## src/rtl/load_pkg.sv

```systemverilog
// Shared definitions for the load path: op encodings, FSM states, default widths
// and the legality/alignment helpers used by the load unit.
package load_pkg;

   localparam int unsigned ADDR_W_DEF = 32;
   localparam int unsigned DATA_W_DEF = 32;
   localparam int unsigned OP_W       = 3;
   localparam int unsigned REG_IDX_W  = 5;
   localparam int unsigned OFFSET_W   = 16;

   localparam logic [OP_W-1:0] OP_LB  = 3'd0;
   localparam logic [OP_W-1:0] OP_LH  = 3'd1;
   localparam logic [OP_W-1:0] OP_LW  = 3'd2;
   localparam logic [OP_W-1:0] OP_LBU = 3'd4;
   localparam logic [OP_W-1:0] OP_LHU = 3'd5;

   typedef enum logic [2:0] {
      ST_IDLE  = 3'd0,
      ST_CHECK = 3'd1,
      ST_REQ   = 3'd2,
      ST_WAIT  = 3'd3,
      ST_WB    = 3'd4,
      ST_ERR   = 3'd5
   } load_state_e;

   // True for the five defined load encodings.
   function automatic logic op_legal(input logic [OP_W-1:0] op);
      return (op == OP_LB) || (op == OP_LH) || (op == OP_LW) ||
             (op == OP_LBU) || (op == OP_LHU);
   endfunction

   // True when the low address bits violate the natural alignment of the access.
   function automatic logic misaligned(input logic [OP_W-1:0] op, input logic [1:0] ea_lo);
      logic bad;
      bad = 1'b0;
      if (op == OP_LW)
         bad = (ea_lo != 2'b00);
      else if ((op == OP_LH) || (op == OP_LHU))
         bad = ea_lo[0];
      return bad;
   endfunction

endpackage

```

## src/rtl/load_align.sv

```systemverilog
// Combinational lane select and sign/zero extension of a little-endian memory word.
// Ports: op (load type), ea_lo (effective address bits [1:0]), rdata (raw word),
//        result (aligned, extended value). Illegal ops pass rdata through.
module load_align
   import load_pkg::*;
(
   input  logic [OP_W-1:0]       op,
   input  logic [1:0]            ea_lo,
   input  logic [DATA_W_DEF-1:0] rdata,
   output logic [DATA_W_DEF-1:0] result
);

   logic [7:0]  byte_sel;
   logic [15:0] half_sel;

   // Pick the addressed byte and halfword lanes.
   always_comb begin
      byte_sel = rdata[7:0];
      case (ea_lo)
         2'd0:    byte_sel = rdata[7:0];
         2'd1:    byte_sel = rdata[15:8];
         2'd2:    byte_sel = rdata[23:16];
         default: byte_sel = rdata[31:24];
      endcase
      half_sel = ea_lo[1] ? rdata[31:16] : rdata[15:0];
   end

   // Extend according to the load type.
   always_comb begin
      result = rdata;
      case (op)
         OP_LB:   result = {{24{byte_sel[7]}}, byte_sel};
         OP_LBU:  result = {24'd0, byte_sel};
         OP_LH:   result = {{16{half_sel[15]}}, half_sel};
         OP_LHU:  result = {16'd0, half_sel};
         default: result = rdata;
      endcase
   end

endmodule

```

## src/rtl/load_unit.sv

```systemverilog
// Multi-cycle load unit: computes ea = base + sext(offset), checks alignment,
// fetches the word over a req/gnt/rvalid handshake, aligns/extends it and
// drives the register file write port.
// Ports: clk, reset (async active-low); start/op/base/offset/dest_reg issue side;
//        busy; mem_req/mem_addr/mem_gnt/mem_rvalid/mem_rdata memory side;
//        reg_write/write_reg/write_data register file side; load_err error pulse.
module load_unit
   import load_pkg::*;
#(
   parameter int unsigned ADDR_W = ADDR_W_DEF,
   parameter int unsigned DATA_W = DATA_W_DEF
) (
   input  logic                  clk,
   input  logic                  reset,
   input  logic                  start,
   input  logic [OP_W-1:0]       op,
   input  logic [ADDR_W-1:0]     base,
   input  logic [OFFSET_W-1:0]   offset,
   input  logic [REG_IDX_W-1:0]  dest_reg,
   output logic                  busy,
   output logic                  mem_req,
   output logic [ADDR_W-1:0]     mem_addr,
   input  logic                  mem_gnt,
   input  logic                  mem_rvalid,
   input  logic [DATA_W-1:0]     mem_rdata,
   output logic                  reg_write,
   output logic [REG_IDX_W-1:0]  write_reg,
   output logic [DATA_W-1:0]     write_data,
   output logic                  load_err
);

   load_state_e            state_q, state_d;
   logic [OP_W-1:0]        op_q;
   logic [ADDR_W-1:0]      ea_q;
   logic [REG_IDX_W-1:0]   dest_q;
   logic [ADDR_W-1:0]      ea_c;
   logic                   accept;
   logic                   capture;
   logic [DATA_W_DEF-1:0]  aligned;

   assign ea_c    = base + {{(ADDR_W-OFFSET_W){offset[OFFSET_W-1]}}, offset};
   assign accept  = (state_q == ST_IDLE) && start;
   assign capture = (state_q == ST_WAIT) && mem_rvalid;

   load_align u_align (
      .op     (op_q),
      .ea_lo  (ea_q[1:0]),
      .rdata  (DATA_W_DEF'(mem_rdata)),
      .result (aligned)
   );

   // State register.
   always_ff @(posedge clk or negedge reset) begin
      if (!reset)
         state_q <= ST_IDLE;
      else
         state_q <= state_d;
   end

   // Next-state logic.
   always_comb begin
      state_d = state_q;
      case (state_q)
         ST_IDLE:  if (start) state_d = ST_CHECK;
         ST_CHECK: begin
            if (!op_legal(op_q) || misaligned(op_q, ea_q[1:0]))
               state_d = ST_ERR;
            else
               state_d = ST_REQ;
         end
         ST_REQ:   if (mem_gnt) state_d = ST_WAIT;
         ST_WAIT:  if (mem_rvalid) state_d = ST_WB;
         ST_WB:    state_d = ST_IDLE;
         ST_ERR:   state_d = ST_IDLE;
         default:  state_d = ST_IDLE;
      endcase
   end

   // Request context latched on accept.
   always_ff @(posedge clk or negedge reset) begin
      if (!reset) begin
         op_q   <= '0;
         ea_q   <= '0;
         dest_q <= '0;
      end else if (accept) begin
         op_q   <= op;
         ea_q   <= ea_c;
         dest_q <= dest_reg;
      end
   end

   // Output registers, driven from the next state so each flag lines up with its state.
   always_ff @(posedge clk or negedge reset) begin
      if (!reset) begin
         busy       <= 1'b0;
         mem_req    <= 1'b0;
         mem_addr   <= '0;
         reg_write  <= 1'b0;
         write_reg  <= '0;
         write_data <= '0;
         load_err   <= 1'b0;
      end else begin
         busy      <= (state_d != ST_IDLE);
         mem_req   <= (state_d == ST_REQ);
         reg_write <= (state_d == ST_WB) && (dest_q != '0);
         load_err  <= (state_d == ST_ERR);
         // Address is loaded once on entry to REQ and held through the handshake.
         if ((state_q == ST_CHECK) && (state_d == ST_REQ))
            mem_addr <= {ea_q[ADDR_W-1:2], 2'b00};
         if (capture) begin
            write_reg  <= dest_q;
            write_data <= DATA_W'(aligned);
         end
      end
   end

endmodule

```

## config.mk

```make
export PLATFORM = sky130hd
export DESIGN_NAME = load_unit
export DESIGN_NICKNAME = d
export VERILOG_FILES = /design/src/rtl/load_pkg.sv /design/src/rtl/load_align.sv /design/src/rtl/load_unit.sv
export SDC_FILE = /design/constraint.sdc
export NUM_CORES = 1
export LEC_CHECK = 0
export BUFFER_PORTS_ARGS = -buffer_cell sky130_fd_sc_hd__buf_2
export CAP_MARGIN = 0
export CORE_MARGIN = 3
export CORE_UTILIZATION = 49
export DETAILED_ROUTE_END_ITERATION = 10
export PLACE_DENSITY_LB_ADDON = 0.08
export SETUP_SLACK_MARGIN = 0.4
export SLEW_MARGIN = 20
export SYNTH_ARGS = -nofsm -noshare
export SYNTH_HDL_FRONTEND = slang
export SYNTH_SLANG_ARGS = --single-unit
```

## constraint.sdc

```tcl
create_clock -name clk -period 1.9 [get_ports clk]
set_input_delay 0.095 -clock clk [delete_from_list [all_inputs] [get_ports clk]]
set_output_delay 0.095 -clock clk [all_outputs]
set_load 0.01 [all_outputs]
```

==> results.tsv <==
stage	metric	value	unit
clock_tree	clock tree buffer depth	2	
setup_path	cell at the slowest stage of the critical path	dfrtp_2	
setup_path	Worst path max stage delay	440	ps
synth	Synth Flop Type	dfrtp_1	
sta	min Tclk post-route	1930	ps
clock_tree	Root Buffer	clkbuf_16	
final_layout	Ant. Diodes	0	
final_layout	Final #Nets	1200	
die	die width	122	um
clock_tree	CTS clk-pin slew, worst paths	60	ps
status	failing checks	setup timing	
placed_design	IO buf count	163	
synth	Synth cell types	71	
sta	actual slew at the worst max-slew pin	595	ps
sta	Setup-failing EPs final	2	
synth	ys async rst share	100	%
sta	Fin Clk Skew	8.19	ps
synth	post-synthesis register bit count	114	
pwr	PwrDens	1360	mW/mm2
sta	Setup WS post-layout	-25.0	ps
setup_path	Req. time, crit path	2240	ps
synth	Synth area leaders	dfrtp_1 (43%), nand2_1 (7.0%), ha_1 (5.8%), a21oi_1 (4.9%), mux2_1 (4.1%)	
detailed_routing	drt initial violations	617	
die	floorplan row count	41	
run	Max-cap violations	0	
global_routing	first-pass GRT wire length	35400	um
sta	headroom to the max-slew limit	60.3	%
detailed_routing	Final ANT Viol Nets	0	
synth	Synth top area share	43.0	%
detailed_routing	DR WL/cell	20.4	um
clock_tree	TritonCTS clock tree	done	
sta	Hold Vio Cnt, Final	0	
setup_path	crit-path cells	mux2i_2, a2111oi_4, buf_4, nor2b_4, buf_6, a21oi_2, a2bb2oi_2, o21ai_1	
synth	post-synthesis sequential area ratio	43.0	%
detailed_routing	final WL	25600	um
synth	YS warnings	0	
clock_tree	Num Clock Sinks	114	
clock_tree	H-tree levels	4	
placed_design	pre-CTS setup slack	-311	ps
die	Initial Util	51.3	%
global_routing	global route overflow	0	
die	Top Ports	166	
pwr	maximum VDD drop	0.000751	V
global_routing	largest net degree at the start of global routing	45	
detailed_routing	DRT Pass-1 Iters	6	
setup_path	Setup Crit Path Kind	reg2reg	
global_routing	Total Routing Usage GR	29.8	%
global_routing	number of global-route vias before repair	7268	
detailed_routing	vias	7407	
clock_tree	cts bufs inserted	17	
die	die height	122	um
detailed_routing	DRC	0	
placed_design	gpl congestion	0.901	
final_layout	most frequent cells in the layout	buf_2 (142), buf_4 (136), dfrtp_1 (107)	
pwr	final total power	15.4	mW
final_layout	commonest non-fill, non-tap cell in the layout	buf_2	
global_routing	met3 GRT Util	5.16	%
die	Die ar.	0.0150	mm2
worst_hold_path	HP Class	in2reg	
global_routing	Top Usage Layer GRT	met2	
status	status	finished, violations left	
synth	Synth Area per Inst	9.21	um2
synth	EDFF count, synth	0	
setup_path	critical path peak fanout	8	
sta	unrepaired setup endpoints after global routing	true	
sta	Max Transition Viols Final	0	
final_layout	share of cells above drive strength 1	51.6	%
detailed_routing	Vias/cell	5.88	
setup_path	nature of the critical path endpoint	flop	
sta	fmax	519	MHz
final_layout	Finished Core Util	87.7	%
synth	cells after synthesis	720	
setup_path	Worst EP arrival	2260	ps
placed_design	HPWL Detailed	14700	um
global_routing	GR Util met1	37.6	%
die	core area	0.0129	mm2
pwr	static leakage	5.25	nW
synth	synthesized area	0.00663	mm2
global_routing	global routing met2 resource utilization	50.3	%
final_layout	largest registers	ea_q x32, write_data x32, mem_addr x30	
sta	Tcrit/Tclk final	101	%
global_routing	initial antenna violation count	0	
synth	area leader, netlist	dfrtp_1	
clock_tree	Skew-Pair Late Insertion Delay	420	ps
final_layout	Area growth syn-to-layout	71.0	%
setup_path	startpoint types	flop	
area by class of cell:
type	count	area, um2
Multi-Input combinational cell	551	4680
Clock buffer	17	425
Timing Repair Buffer	377	2970
Clock inverter	15	136
Tap cell	172	215
Inverter	14	52.6
Fill cell	607	1580
Sequential cell	114	2860
synth_stat cells (2+ instances only):
cell type	instances
nand2_1	123
inv_1	14
a211oi_1	10
or3b_1	3
o211ai_1	6
or2_1	3
o2111ai_1	2
o31ai_1	5
a31oi_1	8
o21a_1	10
o22ai_1	6
a21o_1	12
buf_4	2
nand3_1	8
nand3b_1	3
mux2_2	7
clkbuf_1	29
xnor2_1	13
nor2b_1	6
nor4_1	3
o21ai_1	27
o21bai_1	2
o221ai_1	2
a211o_1	5
mux2_1	24
mux2i_1	7
a21boi_0	2
nor3_1	14
nand4_1	7
ha_1	31
a2111oi_0	3
nor3b_1	7
buf_2	2
a2bb2oi_1	7
buf_6	7
and3_1	6
nand2b_1	3
xor2_1	6
a21oi_1	65
o21ai_0	26
and4_1	3
and2_1	3
nor2_1	45
dfrtp_1	114
or4_1	3
timing repair:
| item | CTS | global route |
|---|---|---|
| endpoints found under the hold margin | 77 | 0 |
| buffers inserted | 30 | 18 |
| gates cloned | 3 | 4 |
| setup endpoints to repair | 95 | 101 |
| gates resized for setup | 84 | 154 |
| hold buffers | 36 | 0 |
| pin swaps | 64 | 87 |
path summary, 6_finish.rpt:
check,from,to,slack (ps),depth (start not counted)
min in group asynchronous,reset,dest_q[4],240,2
max in group asynchronous,reset,ea_q[0],1000,3
setup reg to reg,ea_q[0],write_data[10],-30,8
hold reg to reg,ea_q[13],ea_q[13],480,2
hold / removal,base[0],ea_q[0],20,4
setup / recovery,ea_q[0],write_data[10],-30,8
layer usage:
metal	part of all wire (%)	wire [um]
met1	39	9960
met2	49	12700
met3	7.2	1860
met4	4.4	1140
met5	0	0
worst max-delay path: cells and delay by family (launching register included):
kind / cells / cell delay, ps
flops: 1 / 440
compound gates: 4 / 740
buf+inv: 2 / 340
mux: 1 / 180
simple gates: 1 / 140
power breakdown:
part,switching (mW),internal [mW]
clock network,1.24,1.80
logic,4.12,3.80
registers,0.843,3.60
total,6.20,9.20
kinds of logic (layout without fill, tap and decap cells):
logic type / count (synthesis) / after routing / synth area share, %
other: 1 / 2 / 0.0565
multiplexers: 38 / 38 / 6.32
flip-flops: 114 / 114 / 43.0
XOR/XNOR: 19 / 19 / 2.51
adder cells (fa/ha/maj): 32 / 32 / 6.15
AO/OA/AOI/OAI: 215 / 215 / 20.6
buffers and inverters: 56 / 423 / 4.43
AND/OR/NAND/NOR: 245 / 245 / 17.0
stage by stage:
step | setup TNS, ps | cell area, um2 | instances | hold slack (ps)
after floorplan | -27.5 | 7060 | 721 | -201
after global placement | -2330 | 8810 | 1137 | 125
after detailed placement | -3030 | 8810 | 1137 | 132
after CTS | 0 | 10500 | 1238 | 1.86
after global routing | -488 | 11300 | 1260 | 9.97
final | -27.7 | 11300 | 1260 | 15.1
Power figures use the tool's default switching activity.
